--- config.mk ---
export PLATFORM = sky130hd
export DESIGN_NAME = icache_refill_unit
export DESIGN_NICKNAME = d
export VERILOG_FILES = /design/src/rtl/icache_refill_unit.sv
export SDC_FILE = /design/constraint.sdc
export NUM_CORES = 1
export LEC_CHECK = 0
export ABC_AREA = 1
export BUFFER_PORTS_ARGS = -buffer_cell sky130_fd_sc_hd__buf_2
export CAP_MARGIN = 10
export CORE_ASPECT_RATIO = 1.4
export CORE_MARGIN = 5
export CORE_UTILIZATION = 25
export CTS_CLUSTER_SIZE = 24
export DETAILED_ROUTE_END_ITERATION = 8
export GPL_TIMING_DRIVEN = 0
export PLACE_DENSITY_LB_ADDON = 0.05
export SYNTH_ARGS = -nofsm -noshare
export SYNTH_HDL_FRONTEND = slang
export SYNTH_SLANG_ARGS = --single-unit
export TNS_END_PERCENT = 20
--- constraint.sdc ---
create_clock -name i_clk -period 6.5 [get_ports i_clk]
set_clock_uncertainty 0.15 [all_clocks]
set_input_delay 1.3 -clock i_clk [delete_from_list [all_inputs] [get_ports i_clk]]
set_output_delay 1.3 -clock i_clk [all_outputs]
set_load 0.005 [all_outputs]
--- src/rtl/icache_refill_unit.sv ---
`default_nettype none
// ============================================================================
// Module      : icache_refill_unit
// Description : AXI4 read master that refills one instruction-cache block.
//               Issues a single INCR burst for the block-aligned miss
//               address, packs the returned beats (beat 0 = LSW) into one
//               block and hands it to the icache with a one-cycle strobe.
//               Protocol/response errors yield a one-cycle error pulse
//               instead of the write.
// Revision    : 1.0 - initial release
// ============================================================================
module icache_refill_unit #(
    parameter int ADDR_WIDTH     = 64,
    parameter int BLOCK_WIDTH    = 512,
    parameter int AXI_DATA_WIDTH = 32
) (
    input  logic                      i_clk,
    input  logic                      i_arst,
    input  logic                      i_start,
    input  logic [ADDR_WIDTH-1:0]     i_addr,
    output logic [ADDR_WIDTH-1:0]     o_araddr,
    output logic [7:0]                o_arlen,
    output logic [2:0]                o_arsize,
    output logic [1:0]                o_arburst,
    output logic                      o_arvalid,
    input  logic                      i_arready,
    input  logic [AXI_DATA_WIDTH-1:0] i_rdata,
    input  logic [1:0]                i_rresp,
    input  logic                      i_rlast,
    input  logic                      i_rvalid,
    output logic                      o_rready,
    output logic [BLOCK_WIDTH-1:0]    o_instr_block,
    output logic                      o_instr_we,
    output logic                      o_busy,
    output logic                      o_error
);

    localparam int c_BEATS = BLOCK_WIDTH / AXI_DATA_WIDTH;
    localparam int c_CNT_W = $clog2(c_BEATS);
    localparam int c_OFFS  = $clog2(BLOCK_WIDTH / 8);

    localparam logic [c_CNT_W-1:0] c_CNT_LAST = c_CNT_W'(c_BEATS - 1);

    localparam logic [1:0] c_ST_IDLE  = 2'd0;
    localparam logic [1:0] c_ST_ADDR  = 2'd1;
    localparam logic [1:0] c_ST_DATA  = 2'd2;
    localparam logic [1:0] c_ST_WRITE = 2'd3;

    logic [1:0]               r_state;
    logic [c_CNT_W-1:0]       r_cnt;
    logic                     r_err;
    logic [ADDR_WIDTH-1:0]    r_araddr;
    logic                     r_arvalid;
    logic                     r_rready;
    logic                     r_instr_we;
    logic                     r_error;
    logic                     r_busy;
    logic [BLOCK_WIDTH-1:0]   r_block;

    logic                     w_ar_hs;
    logic                     w_rd_hs;
    logic                     w_cnt_last;
    logic                     w_final;
    logic                     w_err_now;
    logic [ADDR_WIDTH-1:0]    w_aligned_addr;
    logic                     w_unused_addr_lsbs;

    // Burst shape is fixed by the block geometry
    assign o_arlen   = 8'(c_BEATS - 1);
    assign o_arsize  = 3'($clog2(AXI_DATA_WIDTH / 8));
    assign o_arburst = 2'b01;

    // Byte offset within the block is discarded; fetch already aligns it
    assign w_aligned_addr     = {i_addr[ADDR_WIDTH-1:c_OFFS], {c_OFFS{1'b0}}};
    assign w_unused_addr_lsbs = ^i_addr[c_OFFS-1:0];

    assign w_ar_hs    = r_arvalid & i_arready;
    assign w_rd_hs    = r_rready & i_rvalid;
    assign w_cnt_last = (r_cnt == c_CNT_LAST);
    // Burst ends on the expected last beat or on an early RLAST, whichever first
    assign w_final    = w_rd_hs & (w_cnt_last | i_rlast);
    // Error state including the beat currently being accepted
    assign w_err_now  = r_err
                      | (i_rresp != 2'b00)
                      | (i_rlast & ~w_cnt_last)
                      | (~i_rlast & w_cnt_last);

    // Refill control FSM with registered handshake and status outputs
    always_ff @(posedge i_clk or negedge i_arst) begin
        if (!i_arst) begin
            r_state    <= c_ST_IDLE;
            r_cnt      <= '0;
            r_err      <= 1'b0;
            r_araddr   <= '0;
            r_arvalid  <= 1'b0;
            r_rready   <= 1'b0;
            r_instr_we <= 1'b0;
            r_error    <= 1'b0;
            r_busy     <= 1'b0;
        end else begin
            r_instr_we <= 1'b0;
            r_error    <= 1'b0;
            case (r_state)
                c_ST_IDLE: begin
                    if (i_start) begin
                        r_state   <= c_ST_ADDR;
                        r_araddr  <= w_aligned_addr;
                        r_cnt     <= '0;
                        r_err     <= 1'b0;
                        r_arvalid <= 1'b1;
                        r_busy    <= 1'b1;
                    end
                end
                c_ST_ADDR: begin
                    if (w_ar_hs) begin
                        r_state   <= c_ST_DATA;
                        r_arvalid <= 1'b0;
                        r_rready  <= 1'b1;
                    end
                end
                c_ST_DATA: begin
                    if (w_rd_hs) begin
                        r_cnt <= r_cnt + c_CNT_W'(1);
                        r_err <= w_err_now;
                        if (w_final) begin
                            r_state    <= c_ST_WRITE;
                            r_rready   <= 1'b0;
                            r_instr_we <= ~w_err_now;
                            r_error    <= w_err_now;
                        end
                    end
                end
                c_ST_WRITE: begin
                    r_state <= c_ST_IDLE;
                    r_busy  <= 1'b0;
                end
                default: begin
                    r_state   <= c_ST_IDLE;
                    r_arvalid <= 1'b0;
                    r_rready  <= 1'b0;
                    r_busy    <= 1'b0;
                end
            endcase
        end
    end

    // Beat assembly: each accepted beat lands in its slot, beat 0 at the LSW
    always_ff @(posedge i_clk or negedge i_arst) begin
        if (!i_arst) begin
            r_block <= '0;
        end else if (w_rd_hs) begin
            r_block[r_cnt*AXI_DATA_WIDTH +: AXI_DATA_WIDTH] <= i_rdata;
        end
    end

    assign o_araddr      = r_araddr;
    assign o_arvalid     = r_arvalid;
    assign o_rready      = r_rready;
    assign o_instr_block = r_block;
    assign o_instr_we    = r_instr_we;
    assign o_busy        = r_busy;
    assign o_error       = r_error;

endmodule
`default_nettype wire

==> reports/metrics.csv <==
metric;value;unit
final hold vios;0;
Hold Path Class;flop to flop;
leakage;18.6;nW
Vias;25408;
switch share;45.1;%
critical path class;flop to flop;
H-tree levels;3;
post-route minimum period;5.14;ns
commonest cells after routing, fill and taps aside;1202 x nand2_1, 780 x buf_2, 582 x dfrtp_1, 362 x nand3_1, 225 x nor3_1;
Post-Place Cell Area;0.0315;mm²
die area;0.112;mm²
share of power burned in registers;30.4;%
largest net degree at the start of global routing;104;
Mapped Cells;3209;
crit-path cells;buf_2 -> buf_2 -> buf_1 -> nor3_1 -> ha_1 -> clkbuf_1 -> inv_2 -> clkbuf_1 -> clkbuf_1 -> nor3_1 -> nand2_1 -> nand2_1;
post-synthesis cell area;0.0262;mm²
post-route ant nets;0;
Yosys cell types;30;
core area;0.104;mm²
final worst slack;1.36;ns
post-cts resize count;0;
clk slew on worst S/H paths;0.06;ns
CP Launch Type;flop;
# fillers;11370;
Int Power;7.54;mW
Avg WL per Cell;25.5;µm
Worst Path Max Fanout;10;
port buffer count;672;
CTS Buf Count;69;
max-cap viol count;0;
flop2flop setup slack;1.36;ns
Final Cell Area;0.0339;mm²
Rel. slew slack;8.02;%
period utilization;79.1;%
cell mode on critical path;clkbuf_1;
unrepaired setup endpoints after global routing;no;
global-route wire length before repair;196000;µm
Comb power frac;39.5;%
number of global-route vias before repair;26194;
GRT overflow;0;
Die X;284;µm
post-synthesis register bit count;582;
Syn Area/Cell;8.18;µm²
Total GRT Usage;23.9;%
Die Y;393;µm
share of layout cells above drive strength 1;24.5;%
Tot Pwr;13.7;mW
clk sinks;582;
switching pwr;6.19;mW
Detailed Place HPWL;104000;µm
Placer Congestion;0.813;
Placement Rows;140;
Worst Setup End Kind;flop;
average vias per placed instance;4.73;
1st-iter DRT viols;1785;
VDD IR max;0.236;mV
fmax;194;MHz
Slew Limit Fails;0;
Initial DRT Pass Iterations;5;
clock group share of total power;30.1;%
WP data required;6.85;ns
DRT Wirelength;137000;µm
maximum clock path buffer count;3;
number of hold buffers added after CTS;0;
Post-CTS Setup Bufs;0;
Slowest cell on crit path;clkbuf_1;
Layout area overhead;29.1;%
Largest stage delay, worst path;0.93;ns
Initial Util;25.2;%
final setup fails;0;
final net count;4086;
I/O pin count;698;
register area share after synthesis;55.5;%
Power Density;405;mW/mm²
worst slack, placed;1.32;ns
DRC Markers;0;
clk_lat worst skew;0.62;ns
Slew @ Worst Pin;1.38;ns
worst path arrival time;5.49;ns
Yosys warnings;0;
outcome;finished clean;
TritonCTS clock tree;built;
WHS;0.314;ns
commonest non-fill, non-tap cell in the layout;nand2_1;
initial antenna violation count;10;
clock root buffer;clkbuf_16;
-- metrics by stage --
stage | std cells | utilization (%) | setup TNS [ns]
after global routing | 5373 | 32.5 | 0
after detailed placement | 5253 | 30.3 | 0
after global placement | 5247 | 30.1 | -5657.95
after floorplan | 3226 | - | 0
after CTS | 5373 | 32.5 | 0
final | 5376 | 32.5 | 0
-- flip-flops by register name, summed over array words and instances (netlist names) --
signal,flops
o_rready,1
r_cnt,4
o_busy,1
o_error,1
o_instr_block,512
r_state,2
o_arvalid,1
r_err,1
o_araddr,58
o_instr_we,1
-- worst paths after layout --
check,cells past startpoint,end,start
min in group asynchronous,1,o_instr_block[306],i_arst
max in group asynchronous,4,o_instr_block[460],i_arst
worst min register to register,2,o_instr_block[117],o_instr_block[117]
worst max-delay path,12,o_instr_block[193],r_cnt[0]
worst max register to register,12,o_instr_block[193],r_cnt[0]
worst min-delay path,2,o_instr_block[117],o_instr_block[117]
-- routing by layer --
| layer | track usage [%] | vias up | share of wire, % |
|---|---|---|---|
| met3 | 6.98 | 206 | 7.9 |
| met5 | 0 | - | 0.034 |
| met4 | 9.86 | 8 | 4.1 |
| met2 | 40.3 | 883 | 48 |
| li1 | - | 11972 | - |
| met1 | 28.6 | 12339 | 40 |
-- power by group through the flow --
stage               clock network, mW  logic, mW  registers (mW)
CTS                              4.26       5.49            4.18
global placement                    0       5.46            4.24
global route                     4.38       5.90            4.22
detailed placement                  0       5.49            4.22
floorplan                           0       2.95            4.22
finish                           4.13       5.43            4.17
-- final cells by class --
class | instances | area (µm²) | area share (%)
inverters | 79 | 297 | 0.875
multi-input cells | 2282 | 10100 | 29.9
clock buffers | 100 | 2040 | 6.01
plain buffers | 283 | 1300 | 3.84
repair buffers | 678 | 3540 | 10.4
flip-flops and latches | 582 | 14600 | 43.0
clock inverters | 20 | 309 | 0.912
diodes | 3 | 7.51 | 0.0222
well taps | 1349 | 1690 | 4.98
-- cells in the mapped netlist (all sizes together) --
cell type	n	area share, %
inv	78	1.1
conb	2	0.029
a21oi	6	0.11
clkbuf	120	1.7
clkinv	1	0.014
o21ai	167	3.2
nand3b	24	0.69
a211oi	1	0.029
o21bai	1	0.029
dfrtp	582	55
ha	7	0.33
nand4	105	2.5
nand2	1208	17
nand3	368	7.1
nor3	229	4.5
o22ai	1	0.024
buf	163	3.2
nor2	114	1.7
or2	32	0.76
-- worst max-delay path: cells and delay by family (launching register included) --
kind                     cells  cell delay [ns]
buffers and inverters        7             3.56
AND/OR/NAND/NOR              4             0.52
flip-flops                   1             0.47
adder cells (fa/ha/maj)      1             0.29
-- kinds of logic after synthesis --
family          after synthesis  synth area share [%]
compound gates              176                  3.38
fa+ha+maj                     7                 0.334
buf+inv                     362                  6.08
flops                       582                  55.5
other cells                   2                0.0286
simple gates               2080                  34.7
(Power assumes the default switching activity.)
